**config.mk**
```make
export PLATFORM = sky130hd
export DESIGN_NAME = concurrency_guard_flat
export DESIGN_NICKNAME = d
export VERILOG_FILES = /design/src/rtl/concurrency_guard_pkg.sv /design/src/rtl/concurrency_guard_if.sv /design/src/rtl/concurrency_guard_conflict_detector.sv /design/src/rtl/concurrency_guard.sv /design/src/flat_wrapper.sv
export SDC_FILE = /design/constraint.sdc
export NUM_CORES = 1
export LEC_CHECK = 0
export CAP_MARGIN = 20
export CORE_UTILIZATION = 35
export CTS_BUF_LIST = sky130_fd_sc_hd__clkbuf_8 sky130_fd_sc_hd__clkbuf_16
export CTS_CLUSTER_SIZE = 20
export DETAILED_ROUTE_END_ITERATION = 7
export GPL_ROUTABILITY_DRIVEN = 0
export PLACE_DENSITY_LB_ADDON = 0.1
export SLEW_MARGIN = 15
export SYNTH_ARGS = -nofsm -noshare
export SYNTH_HDL_FRONTEND = slang
export SYNTH_HIERARCHICAL = 1
export SYNTH_SLANG_ARGS = --single-unit
```
**constraint.sdc**
```tcl
create_clock -name clock -period 7.4 [get_ports clock]
set_input_delay 1.11 -clock clock [delete_from_list [all_inputs] [get_ports clock]]
set_output_delay 1.11 -clock clock [all_outputs]
set_load 0.02 [all_outputs]
```
**src/rtl/concurrency_guard_pkg.sv**
```systemverilog
// Shared bus command encoding and guard arbitration states.
// Imported by the concurrency guard, its detector and its interface.
package commands;

  typedef enum logic [2:0] {
    NONE,
    BUS_READ,
    BUS_READ_EXCLUSIVE,
    BUS_INVALIDATE,
    BUS_WRITEBACK
  } Command;

  function automatic logic is_exclusive(
    input Command c
  );
    return (c == BUS_INVALIDATE) ||
           (c == BUS_READ_EXCLUSIVE);
  endfunction

endpackage

package concurrency_guard_types;

  typedef enum logic [1:0] {
    IDLE,
    SNOOP_OWNS,
    CPU_OWNS
  } guard_state_t;

endpackage

```
**src/rtl/concurrency_guard_if.sv**
```systemverilog
// CPU-side and snoop-side request bundle around the guard.
// The guard sits on the slave side and gates requests through.
interface concurrency_guard_if #(
  parameter int ADDRESS_WIDTH = 16,
  parameter int SNOOP_PORTS = 2
);
  import commands::*;

  logic [ADDRESS_WIDTH-1:0] cpuAddress;
  logic cpuReadEnabledIn;
  logic cpuWriteEnabledIn;
  logic cpuReadEnabledOut;
  logic cpuWriteEnabledOut;
  logic cpuFunctionComplete;
  logic cpuHit;
  Command cpuCommandOut;
  logic cpuGrant;

  logic [ADDRESS_WIDTH-1:0] snoopAddress [SNOOP_PORTS];
  Command snoopCommandIn [SNOOP_PORTS];
  Command snoopCommandOut [SNOOP_PORTS];
  logic [SNOOP_PORTS-1:0] snoopHit;
  logic [SNOOP_PORTS-1:0] snoopIsInvalidatedIn;
  logic [SNOOP_PORTS-1:0] snoopIsInvalidatedOut;
  logic [SNOOP_PORTS-1:0] snoopReadEnabledIn;
  logic [SNOOP_PORTS-1:0] snoopReadEnabledOut;

  logic starvationEvent;

  modport master (
    output cpuAddress,
    output cpuReadEnabledIn,
    output cpuWriteEnabledIn,
    input  cpuReadEnabledOut,
    input  cpuWriteEnabledOut,
    output cpuFunctionComplete,
    output cpuHit,
    output cpuCommandOut,
    output cpuGrant,
    output snoopAddress,
    output snoopCommandIn,
    input  snoopCommandOut,
    output snoopHit,
    output snoopIsInvalidatedIn,
    input  snoopIsInvalidatedOut,
    output snoopReadEnabledIn,
    input  snoopReadEnabledOut,
    input  starvationEvent
  );

  modport slave (
    input  cpuAddress,
    input  cpuReadEnabledIn,
    input  cpuWriteEnabledIn,
    output cpuReadEnabledOut,
    output cpuWriteEnabledOut,
    input  cpuFunctionComplete,
    input  cpuHit,
    input  cpuCommandOut,
    input  cpuGrant,
    input  snoopAddress,
    input  snoopCommandIn,
    output snoopCommandOut,
    input  snoopHit,
    input  snoopIsInvalidatedIn,
    output snoopIsInvalidatedOut,
    input  snoopReadEnabledIn,
    output snoopReadEnabledOut,
    output starvationEvent
  );

endinterface

```
**src/rtl/concurrency_guard_conflict_detector.sv**
```systemverilog
// Per-port detection of self-snoop loops and CPU/snoop line conflicts.
// Offset bits are ignored so any access within one block collides.
module conflict_detector
  import commands::*;
#(
  parameter int ADDRESS_WIDTH = 16,
  parameter int OFFSET_WIDTH = 4
) (
  input  logic [ADDRESS_WIDTH-1:0] cpuAddress,
  input  logic [ADDRESS_WIDTH-1:0] snoopAddress,
  input  logic cpuRead,
  input  logic cpuWrite,
  input  logic cpuHit,
  input  logic cpuGrant,
  input  Command cpuCommand,
  input  Command snoopCommand,
  input  logic snoopHit,
  output logic loop,
  output logic conflict
);

  logic tag_match;
  logic excl;
  logic rd_clash;
  logic wr_clash;
  logic unused_offset;

  assign unused_offset = ^{cpuAddress[OFFSET_WIDTH-1:0],
                           snoopAddress[OFFSET_WIDTH-1:0]};

  assign tag_match =
    cpuAddress[ADDRESS_WIDTH-1:OFFSET_WIDTH] ==
    snoopAddress[ADDRESS_WIDTH-1:OFFSET_WIDTH];

  assign excl = is_exclusive(snoopCommand);

  // Our own invalidate seen coming back on the bus.
  assign loop = tag_match & cpuGrant & excl &
                (cpuCommand == snoopCommand);

  assign rd_clash = cpuRead & excl;
  assign wr_clash = cpuWrite &
                    (excl | (snoopCommand == BUS_READ));

  assign conflict = ~loop & tag_match & cpuHit & snoopHit &
                    (rd_clash | wr_clash);

endmodule

```
**src/rtl/concurrency_guard.sv**
```systemverilog
// Arbitrates a cache line between the CPU and snoop ports when both
// touch it, with a hold limit so the CPU cannot starve.
module concurrency_guard
  import commands::*;
  import concurrency_guard_types::*;
#(
  parameter int ADDRESS_WIDTH = 16,
  parameter int OFFSET_WIDTH = 4,
  parameter int SNOOP_PORTS = 2,
  parameter int MAX_HOLD = 8
) (
  input logic clock,
  input logic reset,
  concurrency_guard_if.slave bus
);

  localparam int IW = (SNOOP_PORTS > 1) ? $clog2(SNOOP_PORTS) : 1;
  localparam int CW = $clog2(MAX_HOLD + 1);
  localparam logic [CW-1:0] LAST = CW'(MAX_HOLD - 1);

  logic [SNOOP_PORTS-1:0] loop;
  logic [SNOOP_PORTS-1:0] conflict;
  logic [SNOOP_PORTS-1:0] held;
  logic [IW-1:0] first_idx;
  logic [IW-1:0] owner_q;
  logic [IW-1:0] owner_d;
  logic [CW-1:0] count_q;
  logic [CW-1:0] count_d;
  guard_state_t state_q;
  guard_state_t state_d;
  logic cpu_block;
  logic starve;

  for (genvar i = 0; i < SNOOP_PORTS; i++) begin : g_port
    conflict_detector #(
      .ADDRESS_WIDTH(ADDRESS_WIDTH),
      .OFFSET_WIDTH(OFFSET_WIDTH)
    ) u_det (
      .cpuAddress(bus.cpuAddress),
      .snoopAddress(bus.snoopAddress[i]),
      .cpuRead(bus.cpuReadEnabledIn),
      .cpuWrite(bus.cpuWriteEnabledIn),
      .cpuHit(bus.cpuHit),
      .cpuGrant(bus.cpuGrant),
      .cpuCommand(bus.cpuCommandOut),
      .snoopCommand(bus.snoopCommandIn[i]),
      .snoopHit(bus.snoopHit[i]),
      .loop(loop[i]),
      .conflict(conflict[i])
    );
  end

  always_comb begin
    first_idx = '0;
    for (int i = SNOOP_PORTS - 1; i >= 0; i--) begin
      if (conflict[i]) first_idx = IW'(i);
    end
  end

  always_ff @(posedge clock) begin
    if (reset) begin
      state_q <= IDLE;
      owner_q <= '0;
      count_q <= '0;
    end else begin
      state_q <= state_d;
      owner_q <= owner_d;
      count_q <= count_d;
    end
  end

  // count_q tracks cycles the CPU has been held, including the first.
  always_comb begin
    state_d = state_q;
    owner_d = owner_q;
    count_d = count_q;
    held = '0;
    cpu_block = 1'b0;
    starve = 1'b0;
    unique case (state_q)
      IDLE: begin
        if (|conflict) begin
          owner_d = first_idx;
          held = conflict;
          if (bus.cpuFunctionComplete) begin
            state_d = CPU_OWNS;
            count_d = '0;
          end else begin
            state_d = SNOOP_OWNS;
            count_d = CW'(1);
            cpu_block = 1'b1;
            held[first_idx] = 1'b0;
          end
        end
      end
      SNOOP_OWNS: begin
        cpu_block = 1'b1;
        held = conflict;
        held[owner_q] = 1'b0;
        if (!conflict[owner_q]) begin
          state_d = IDLE;
          count_d = '0;
        end else if (count_q == LAST) begin
          state_d = CPU_OWNS;
          count_d = '0;
          starve = 1'b1;
        end else begin
          count_d = count_q + CW'(1);
        end
      end
      CPU_OWNS: begin
        held = conflict;
        count_d = '0;
        if (bus.cpuFunctionComplete || !conflict[owner_q]) begin
          state_d = IDLE;
        end
      end
      default: begin
        state_d = IDLE;
        count_d = '0;
      end
    endcase
  end

  always_comb begin
    bus.cpuReadEnabledOut = 1'b0;
    bus.cpuWriteEnabledOut = 1'b0;
    bus.starvationEvent = 1'b0;
    bus.snoopReadEnabledOut = '0;
    bus.snoopIsInvalidatedOut = '0;
    for (int i = 0; i < SNOOP_PORTS; i++) begin
      bus.snoopCommandOut[i] = NONE;
    end
    if (!reset) begin
      bus.cpuReadEnabledOut = bus.cpuReadEnabledIn & ~cpu_block;
      bus.cpuWriteEnabledOut = bus.cpuWriteEnabledIn & ~cpu_block;
      bus.starvationEvent = starve;
      bus.snoopReadEnabledOut = bus.snoopReadEnabledIn | held;
      bus.snoopIsInvalidatedOut = bus.snoopIsInvalidatedIn | loop;
      for (int i = 0; i < SNOOP_PORTS; i++) begin
        if (!(held[i] || loop[i])) begin
          bus.snoopCommandOut[i] = bus.snoopCommandIn[i];
        end
      end
    end
  end

endmodule

```
**src/flat_wrapper.sv**
```systemverilog
// flat-port wrapper written by rule: the top's interface ports become plain ports
module concurrency_guard_flat import commands::*; import concurrency_guard_types::*;
#(
  parameter int ADDRESS_WIDTH = 16,
  parameter int OFFSET_WIDTH = 4,
  parameter int SNOOP_PORTS = 2,
  parameter int MAX_HOLD = 8
)
  (clock, reset, bus_cpuAddress, bus_cpuReadEnabledIn, bus_cpuWriteEnabledIn, bus_cpuReadEnabledOut, bus_cpuWriteEnabledOut, bus_cpuFunctionComplete, bus_cpuHit, bus_cpuCommandOut, bus_cpuGrant, bus_snoopAddress, bus_snoopCommandIn, bus_snoopCommandOut, bus_snoopHit, bus_snoopIsInvalidatedIn, bus_snoopIsInvalidatedOut, bus_snoopReadEnabledIn, bus_snoopReadEnabledOut, bus_starvationEvent);
  concurrency_guard_if #(.ADDRESS_WIDTH(ADDRESS_WIDTH), .SNOOP_PORTS(SNOOP_PORTS)) bus_i ();
  input logic clock;
  input logic reset;
  input wire logic [$bits(bus_i.cpuAddress)-1:0] bus_cpuAddress;
  input wire logic [$bits(bus_i.cpuReadEnabledIn)-1:0] bus_cpuReadEnabledIn;
  input wire logic [$bits(bus_i.cpuWriteEnabledIn)-1:0] bus_cpuWriteEnabledIn;
  output wire logic [$bits(bus_i.cpuReadEnabledOut)-1:0] bus_cpuReadEnabledOut;
  output wire logic [$bits(bus_i.cpuWriteEnabledOut)-1:0] bus_cpuWriteEnabledOut;
  input wire logic [$bits(bus_i.cpuFunctionComplete)-1:0] bus_cpuFunctionComplete;
  input wire logic [$bits(bus_i.cpuHit)-1:0] bus_cpuHit;
  input wire logic [$bits(bus_i.cpuCommandOut)-1:0] bus_cpuCommandOut;
  input wire logic [$bits(bus_i.cpuGrant)-1:0] bus_cpuGrant;
  input wire logic [$bits(bus_i.snoopAddress)-1:0] bus_snoopAddress;
  input wire logic [$bits(bus_i.snoopCommandIn)-1:0] bus_snoopCommandIn;
  output wire logic [$bits(bus_i.snoopCommandOut)-1:0] bus_snoopCommandOut;
  input wire logic [$bits(bus_i.snoopHit)-1:0] bus_snoopHit;
  input wire logic [$bits(bus_i.snoopIsInvalidatedIn)-1:0] bus_snoopIsInvalidatedIn;
  output wire logic [$bits(bus_i.snoopIsInvalidatedOut)-1:0] bus_snoopIsInvalidatedOut;
  input wire logic [$bits(bus_i.snoopReadEnabledIn)-1:0] bus_snoopReadEnabledIn;
  output wire logic [$bits(bus_i.snoopReadEnabledOut)-1:0] bus_snoopReadEnabledOut;
  output wire logic [$bits(bus_i.starvationEvent)-1:0] bus_starvationEvent;
  assign bus_i.cpuAddress = bus_cpuAddress;
  assign bus_i.cpuReadEnabledIn = bus_cpuReadEnabledIn;
  assign bus_i.cpuWriteEnabledIn = bus_cpuWriteEnabledIn;
  assign bus_cpuReadEnabledOut = bus_i.cpuReadEnabledOut;
  assign bus_cpuWriteEnabledOut = bus_i.cpuWriteEnabledOut;
  assign bus_i.cpuFunctionComplete = bus_cpuFunctionComplete;
  assign bus_i.cpuHit = bus_cpuHit;
  assign bus_i.cpuCommandOut = bus_cpuCommandOut;
  assign bus_i.cpuGrant = bus_cpuGrant;
  assign bus_i.snoopAddress = {>>{bus_snoopAddress}};
  assign bus_i.snoopCommandIn = {>>{bus_snoopCommandIn}};
  assign bus_snoopCommandOut = {>>{bus_i.snoopCommandOut}};
  assign bus_i.snoopHit = bus_snoopHit;
  assign bus_i.snoopIsInvalidatedIn = bus_snoopIsInvalidatedIn;
  assign bus_snoopIsInvalidatedOut = bus_i.snoopIsInvalidatedOut;
  assign bus_i.snoopReadEnabledIn = bus_snoopReadEnabledIn;
  assign bus_snoopReadEnabledOut = bus_i.snoopReadEnabledOut;
  assign bus_starvationEvent = bus_i.starvationEvent;
  concurrency_guard #(.ADDRESS_WIDTH(ADDRESS_WIDTH), .OFFSET_WIDTH(OFFSET_WIDTH), .SNOOP_PORTS(SNOOP_PORTS), .MAX_HOLD(MAX_HOLD)) u_core (.clock(clock), .reset(reset), .bus(bus_i));
endmodule
```
==> flow_summary_export.csv, run 1 <==
group,metric,value,unit
timing,fmax,0.186,GHz
clock_network,tritoncts_clock_tree,"built",
route,dr.pass1.iters,4,
timing,fin_tns_setup,0,ps
setup_path,timing.critical_path.slowest_stage_cell,"nor4_2",
final_layout,n_antenna_cell,0,
grt,number_of_antenna_violations_at_the_first_check_in_global_routing,0,
final_layout,postLayoutCoreUtil,64.0,%
timing,transition_time_of_the_tightest_slew_check_pin,902,ps
timing,grt_setup_unrepaired,"no",
timing,slew_viol_final,0,
clock_network,cts_inserted_buffers,3,
setup_path,cp_top_family,"simple AND/OR/NAND/NOR gates",
placement,post-dp-hpwl,2510,um
clock_network,cts.repair.resized,0,
route,wl_met1,1100,um
logic_synthesis,postSynth.topFlopCell,"dfxtp_1",
timing,finalSetupViolCount,0,
timing,fin_worst_skew,0.366,ps
logic_synthesis,yosysUniqueCellTypes,44,
setup_path,startpoint_type,"primary input",
timing,period_minus_slack,5380,ps
route,met3_wirelength,265,um
logic_synthesis,synth_edf_count,0,
clock_network,clk_path_buf_depth,2,
clock_network,clock-sinks,7,
setup_path,cp_cell_sequence,"clkdlybuf4s50_1, xor2_1, nor4_2, nand3_1, nor4_2, mux2_4, nand2_1, nor3_1, clkdlybuf4s50_1",
clock_network,clk_pin_slew,40,ps
setup_path,critical_path_peak_fanout,9,
grt,total_routing_usage_reported_by_global_routing,19.2,%
logic_synthesis,synth-async-reset-ratio,0,%
grt,first_pass_grt_wire_length,4890,um
setup_path,critical_path_class,"primary input to output pin",
logic_synthesis,postSynthNetCount,191,
floorplan,die_h,56.0,um
final_layout,finish.cell_count_without_fillers,219,
setup_path,worstPathBufferInverterCount,2,
floorplan,boundaryPins,83,
final_layout,layout-drive-gt1-share,10.6,%
logic_synthesis,synthesis.yosys.warnings,6,
timing,timing.max_slew.rel_slack,39.4,%
grt,first_global_vias,1179,
grt,grt_overflow,0,
pwr,ir_drop,0.119,mV
clock_network,cts_hold_repair.buffers,0,
logic_synthesis,synth_area,1020,um^2
placement,placedCellCount,215,
route,antenna_violating_nets_post_route,0,
floorplan,initial_utilization,37.1,%
logic_synthesis,ys_seq_elements,7,
route,num_vias,1180,
floorplan,dieArea,3140,um^2
setup_path,crit_path_max_incr_delay,830,ps
route,drc_errors,0,
final_layout,layout_commonest_cell,"clkdlybuf4s50_1",
logic_synthesis,synthesis.area_per_instance,8.52,um^2
job,cap_violations,0,
final_layout,layout.nets,260,
setup_path,worstPathRequired,6290,ps
timing,finalWorstSetupSlack,2020,ps
clock_network,cts_setup_buffers,0,
logic_synthesis,cell_count_after_synthesis,120,
timing,finalHoldViolCount,0,
route,topRoutingLayerUsed,"met4",
outcome,status,"finished clean",
final_layout,synthToLayoutAreaGrowth,72.6,%
logic_synthesis,ys_seq_area_share,13.7,%
hold_path,hold_path.class,"flip-flop to flip-flop",
placement,port_buf_inserts,70,
floorplan,fp.dieW,56.0,um
clock_network,worstSkewPairLatency,230,ps
pwr,pwr_density_cell,91.5,nW/um^2
floorplan,placement_rows,19,
route,wl_per_cell,13.6,um
setup_path,critPathArrivalTime,4270,ps
route,drt-initial-drc-count,24,
clock_network,cts-htree-levels,1,
route,vias_per_cell,5.39,
placement,dpl_worst_slack,1960,ps
final_layout,final_cell_mix,"clkdlybuf4s50_1 (70), xor2_1 (26), nor2_1 (8), nor4_2 (8), dfxtp_1 (7)",
grt,grt_max_degree,20,
timing,timing.final.crit_share,72.7,%
route,wirelength,2980,um
setup_path,crit_path_end_kind,"output pin",
route,met2WireLength,1600,um
floorplan,coreArea,2760,um^2
clock_network,clock_tree.root_cell,"clkbuf_8",
pwr,p_leak,0.000619,uW
[layer usage]
layer / vias up / GRT usage (%)
li1: 587 / -
met1: 540 / 19.4
met3: 2 / 6.98
met5: - / 0
met2: 51 / 37.4
met4: 0 / 3.14
[where the power goes]
group          switching, uW  internal (uW)  total (uW)
clock                   19.0           36.1        55.1
sequential           0.00310           37.9        37.9
combinational           25.8           42.7        68.5
total                   44.8            117         161
[path summary, 6_finish.rpt]
kind	start	to	slack, ps	cells past startpoint
worst min-delay path	u_core/count_q[0]$_SDFFE_PP0P_	u_core/count_q[0]$_SDFFE_PP0P_	510	1
worst max-delay path	bus_cpuAddress[9]	bus_starvationEvent	2020	9
worst min register to register	u_core/count_q[0]$_SDFFE_PP0P_	u_core/count_q[0]$_SDFFE_PP0P_	510	1
worst max register to register	u_core/state_q[0]$_SDFFE_PP0P_	u_core/state_q[1]$_SDFFE_PP0P_	5930	3
[cells in the mapped netlist (2+ instances only)]
library cell | number | share of area [%]
o21bai_1 | 2 | 1.5
nor3b_1 | 3 | 2.2
a21oi_1 | 5 | 2.4
nor4_2 | 8 | 9.8
dfxtp_1 | 7 | 14
nor4b_1 | 3 | 2.6
nand2_1 | 4 | 1.5
o2111ai_1 | 2 | 1.7
nor3_1 | 4 | 2.0
nand4_1 | 3 | 1.8
nor2b_1 | 2 | 1.2
a31oi_1 | 2 | 1.2
nand4b_1 | 3 | 2.6
nand3b_1 | 2 | 1.5
nand3_1 | 3 | 1.5
buf_6 | 2 | 2.2
inv_1 | 3 | 1.1
o21ai_0 | 2 | 0.98
xor2_1 | 26 | 22
nor2_1 | 8 | 2.9
and2_1 | 3 | 1.8
[kinds of logic (layout without fill, tap and decap cells)]
logic type / after synthesis / after routing / synth area share (%)
AOI/OAI and AO/OA: 22 / 22 / 16.6
xor gates and xnor gates: 26 / 26 / 22.3
adders and majority gates: 1 / 1 / 1.22
buffers and inverters: 9 / 77 / 5.26
DFF: 7 / 7 / 13.7
muxes: 1 / 1 / 1.47
and+or+nand+nor: 54 / 54 / 39.4
[stage by stage]
| stage | hold WS, ps | area (um^2) | power, uW |
|---|---|---|---|
| 5_1_grt | 543 | 1760 | 169 |
| 3_3_place_gp | 483 | 1720 | 106 |
| 3_5_place_dp | 499 | 1720 | 107 |
| 4_1_cts | 514 | 1760 | 163 |
| 2_1_floorplan | 461 | 1020 | 63.1 |
| 6_report | 513 | 1760 | 161 |
[flip-flops by register name, summed over array words and instances (netlist names)]
name and count:
u_core/count_q 4, u_core/state_q 2, u_core/owner_q 1
[cell type report]
| class | count | area [um^2] |
|---|---|---|
| Clock buffer | 3 | 41.3 |
| Clock inverter | 1 | 3.75 |
| Fill cell | 246 | 993 |
| Inverter | 3 | 11.3 |
| Multi-Input combinational cell | 104 | 828 |
| Sequential cell | 7 | 140 |
| Tap cell | 31 | 38.8 |
| Timing Repair Buffer | 70 | 701 |
[worst reg2reg max path: cells and delay by family (launching register included)]
family	cells	cell delay [ps]
DFF	1	520
AOI/OAI and AO/OA	2	510
and+or+nand+nor	1	340
Power figures use the tool's default switching activity.
==> run 2, diff against run 1 <==
--- a/config.mk
+++ b/config.mk
@@ -6,7 +6,7 @@
 export NUM_CORES = 1
 export LEC_CHECK = 0
 export CAP_MARGIN = 20
-export CORE_UTILIZATION = 35
+export CORE_UTILIZATION = 30
 export CTS_BUF_LIST = sky130_fd_sc_hd__clkbuf_8 sky130_fd_sc_hd__clkbuf_16
 export CTS_CLUSTER_SIZE = 20
 export DETAILED_ROUTE_END_ITERATION = 7
==> constraint.sdc (replaced) <==
create_clock -name clock -period 4.4 [get_ports clock]
set_input_delay 0.66 -clock clock [delete_from_list [all_inputs] [get_ports clock]]
set_output_delay 0.66 -clock clock [all_outputs]
set_load 0.02 [all_outputs]
==> run 2 against run 1 <==
Compared with the run above:
- clock power increased by 60%
- global-route usage is 0.29 points lower
- setup slack lost 1700 ps
- cell count increased by 7.8%
- non-clock buffer count rose by 4
- critical path type unchanged
==> flow_summary_export.csv, run 2 (same netlist as run 1, synthesis figures left out) <==
group,metric,value,unit
setup_path,crit_path_max_incr_delay,550,ps
outcome,status,"finished clean",
clock_network,cts-htree-levels,1,
floorplan,dieArea,3650,um^2
clock_network,clock_tree.root_cell,"clkbuf_8",
placement,port_buf_inserts,70,
clock_network,cts_setup_buffers,0,
timing,finalHoldWorstSlack,493,ps
route,antenna_violating_nets_post_route,0,
grt,first_global_vias,1259,
grt,total_routing_usage_reported_by_global_routing,18.9,%
final_layout,synthToLayoutAreaGrowth,77.1,%
final_layout,n_antenna_cell,0,
timing,period_minus_slack,4090,ps
timing,timing.max_slew.rel_slack,69.3,%
placement,post-dp-hpwl,2740,um
pwr,pwr_density_cell,149,nW/um^2
route,drc_errors,0,
setup_path,critical_path_peak_fanout,5,
clock_network,clk_pin_slew,40,ps
pwr,fin_total_pwr,269,uW
timing,grt_setup_unrepaired,"no",
timing,finalSetupViolCount,0,
floorplan,coreArea,3150,um^2
clock_network,tritoncts_clock_tree,"built",
final_layout,largest_reg_flops,4,
grt,first_pass_grt_wire_length,5230,um
hold_path,hold_path.class,"flip-flop to flip-flop",
timing,transition_time_of_the_tightest_slew_check_pin,457,ps
timing,fmax,0.244,GHz
timing,fin_tns_setup,0,ps
clock_network,worstSkewPairLatency,230,ps
setup_path,cp_cell_sequence,"clkdlybuf4s50_1, xor2_1, nor4_2, nand3_1, nor4_2, buf_4, o21bai_1, a21oi_1, nor3b_1, clkdlybuf4s50_1",
timing,finalHoldViolCount,0,
final_layout,layout-drive-gt1-share,12.5,%
timing,slew_viol_final,0,
final_layout,largestRegisters,"u_core/count_q: 4 flops, u_core/state_q: 2 flops, u_core/owner_q: 1 flops",
floorplan,placement_rows,20,
pwr,ir_drop,0.0809,mV
setup_path,worstPathRequired,3740,ps
final_layout,finish.cell_count_without_fillers,236,
setup_path,critPathArrivalTime,3430,ps
floorplan,die_h,60.4,um
route,wirelength,3160,um
final_layout,final_cell_mix,"clkdlybuf4s50_1 (70), xor2_1 (26), nor2_1 (8), nor4_2 (8), dfxtp_1 (7)",
job,cap_violations,0,
timing,finalWorstSetupSlack,307,ps
final_layout,largest_register,"u_core/count_q",
final_layout,layout.nets,264,
setup_path,worstPathBufferInverterCount,3,
setup_path,critical_path_class,"primary input to output pin",
route,num_vias,1184,
setup_path,crit_path_end_kind,"output pin",
clock_network,clk_path_buf_depth,2,
grt,number_of_antenna_violations_at_the_first_check_in_global_routing,0,
floorplan,initial_utilization,32.4,%
final_layout,layout_commonest_cell,"clkdlybuf4s50_1",
route,dr.pass1.iters,4,
clock_network,cts_hold_repair.buffers,0,
route,wl_per_cell,13.4,um
clock_network,cts.repair.resized,0,
floorplan,fp.dieW,60.4,um
pwr,p_leak,0.000641,uW
grt,grt_max_degree,19,
grt,grt_overflow,0,
setup_path,cp_top_family,"buffers and inverters",
timing,timing.final.crit_share,93.0,%
setup_path,timing.critical_path.slowest_stage_cell,"clkdlybuf4s50_1",
clock_network,clock-sinks,7,
setup_path,startpoint_type,"primary input",
route,vias_per_cell,5.02,
route,drt-initial-drc-count,61,
floorplan,boundaryPins,83,
setup_path,minimum_setup_slack_among_reg_to_reg_paths,2940,ps
placement,placedCellCount,232,
clock_network,cts_inserted_buffers,3,
timing,fin_worst_skew,4.81,ps
placement,dpl_worst_slack,276,ps
[run 2: path summary, 6_finish.rpt]
check / startpoint / end / depth (start not counted)
worst max register to register: u_core/state_q[0]$_SDFFE_PP0P_ / u_core/state_q[1]$_SDFFE_PP0P_ / 3
worst min-delay path: u_core/count_q[0]$_SDFFE_PP0P_ / u_core/count_q[0]$_SDFFE_PP0P_ / 1
worst max-delay path: bus_cpuAddress[5] / bus_cpuWriteEnabledOut / 10
worst min register to register: u_core/count_q[0]$_SDFFE_PP0P_ / u_core/count_q[0]$_SDFFE_PP0P_ / 1
[run 2: cell type report]
| type | instances | area, um^2 |
|---|---|---|
| fill | 313 | 1340 |
| multi-input combinational | 104 | 828 |
| timing repair buffer | 74 | 731 |
| sequential | 7 | 140 |
| tap | 44 | 55.1 |
| clock buffer | 3 | 41.3 |
| inverter | 3 | 11.3 |
| clock inverter | 1 | 3.75 |
[run 2: through the flow]
stage,utilization [%],area (um^2)
global route,57.4,1810
detailed placement,56.0,1770
finish,57.4,1810
floorplan,-,1020
global placement,56.0,1770
CTS,57.4,1810
[run 2: per-layer routing]
metal | vias up | part of all wire [%] | track usage, %
met5 | - | 0 | 0
met4 | 0 | 0 | 1.99
met3 | 0 | 7.3 | 6.40
met2 | 41 | 54 | 37.5
met1 | 547 | 38 | 19.4
li1 | 596 | - | -
[run 2: power by group]
part           leakage, uW  internal (uW)  switching (uW)
combinational     0.000557           72.4            44.9
clock            0.0000269           60.3            27.8
sequential       0.0000563           63.7         0.00496
total             0.000641            196            72.7
[run 2: worst register-to-register path: stages, from the launching register on]
cell	delay, ps
dfxtp_1	500
and2b_1	350
o21ai_0	170
a2111oi_2	350
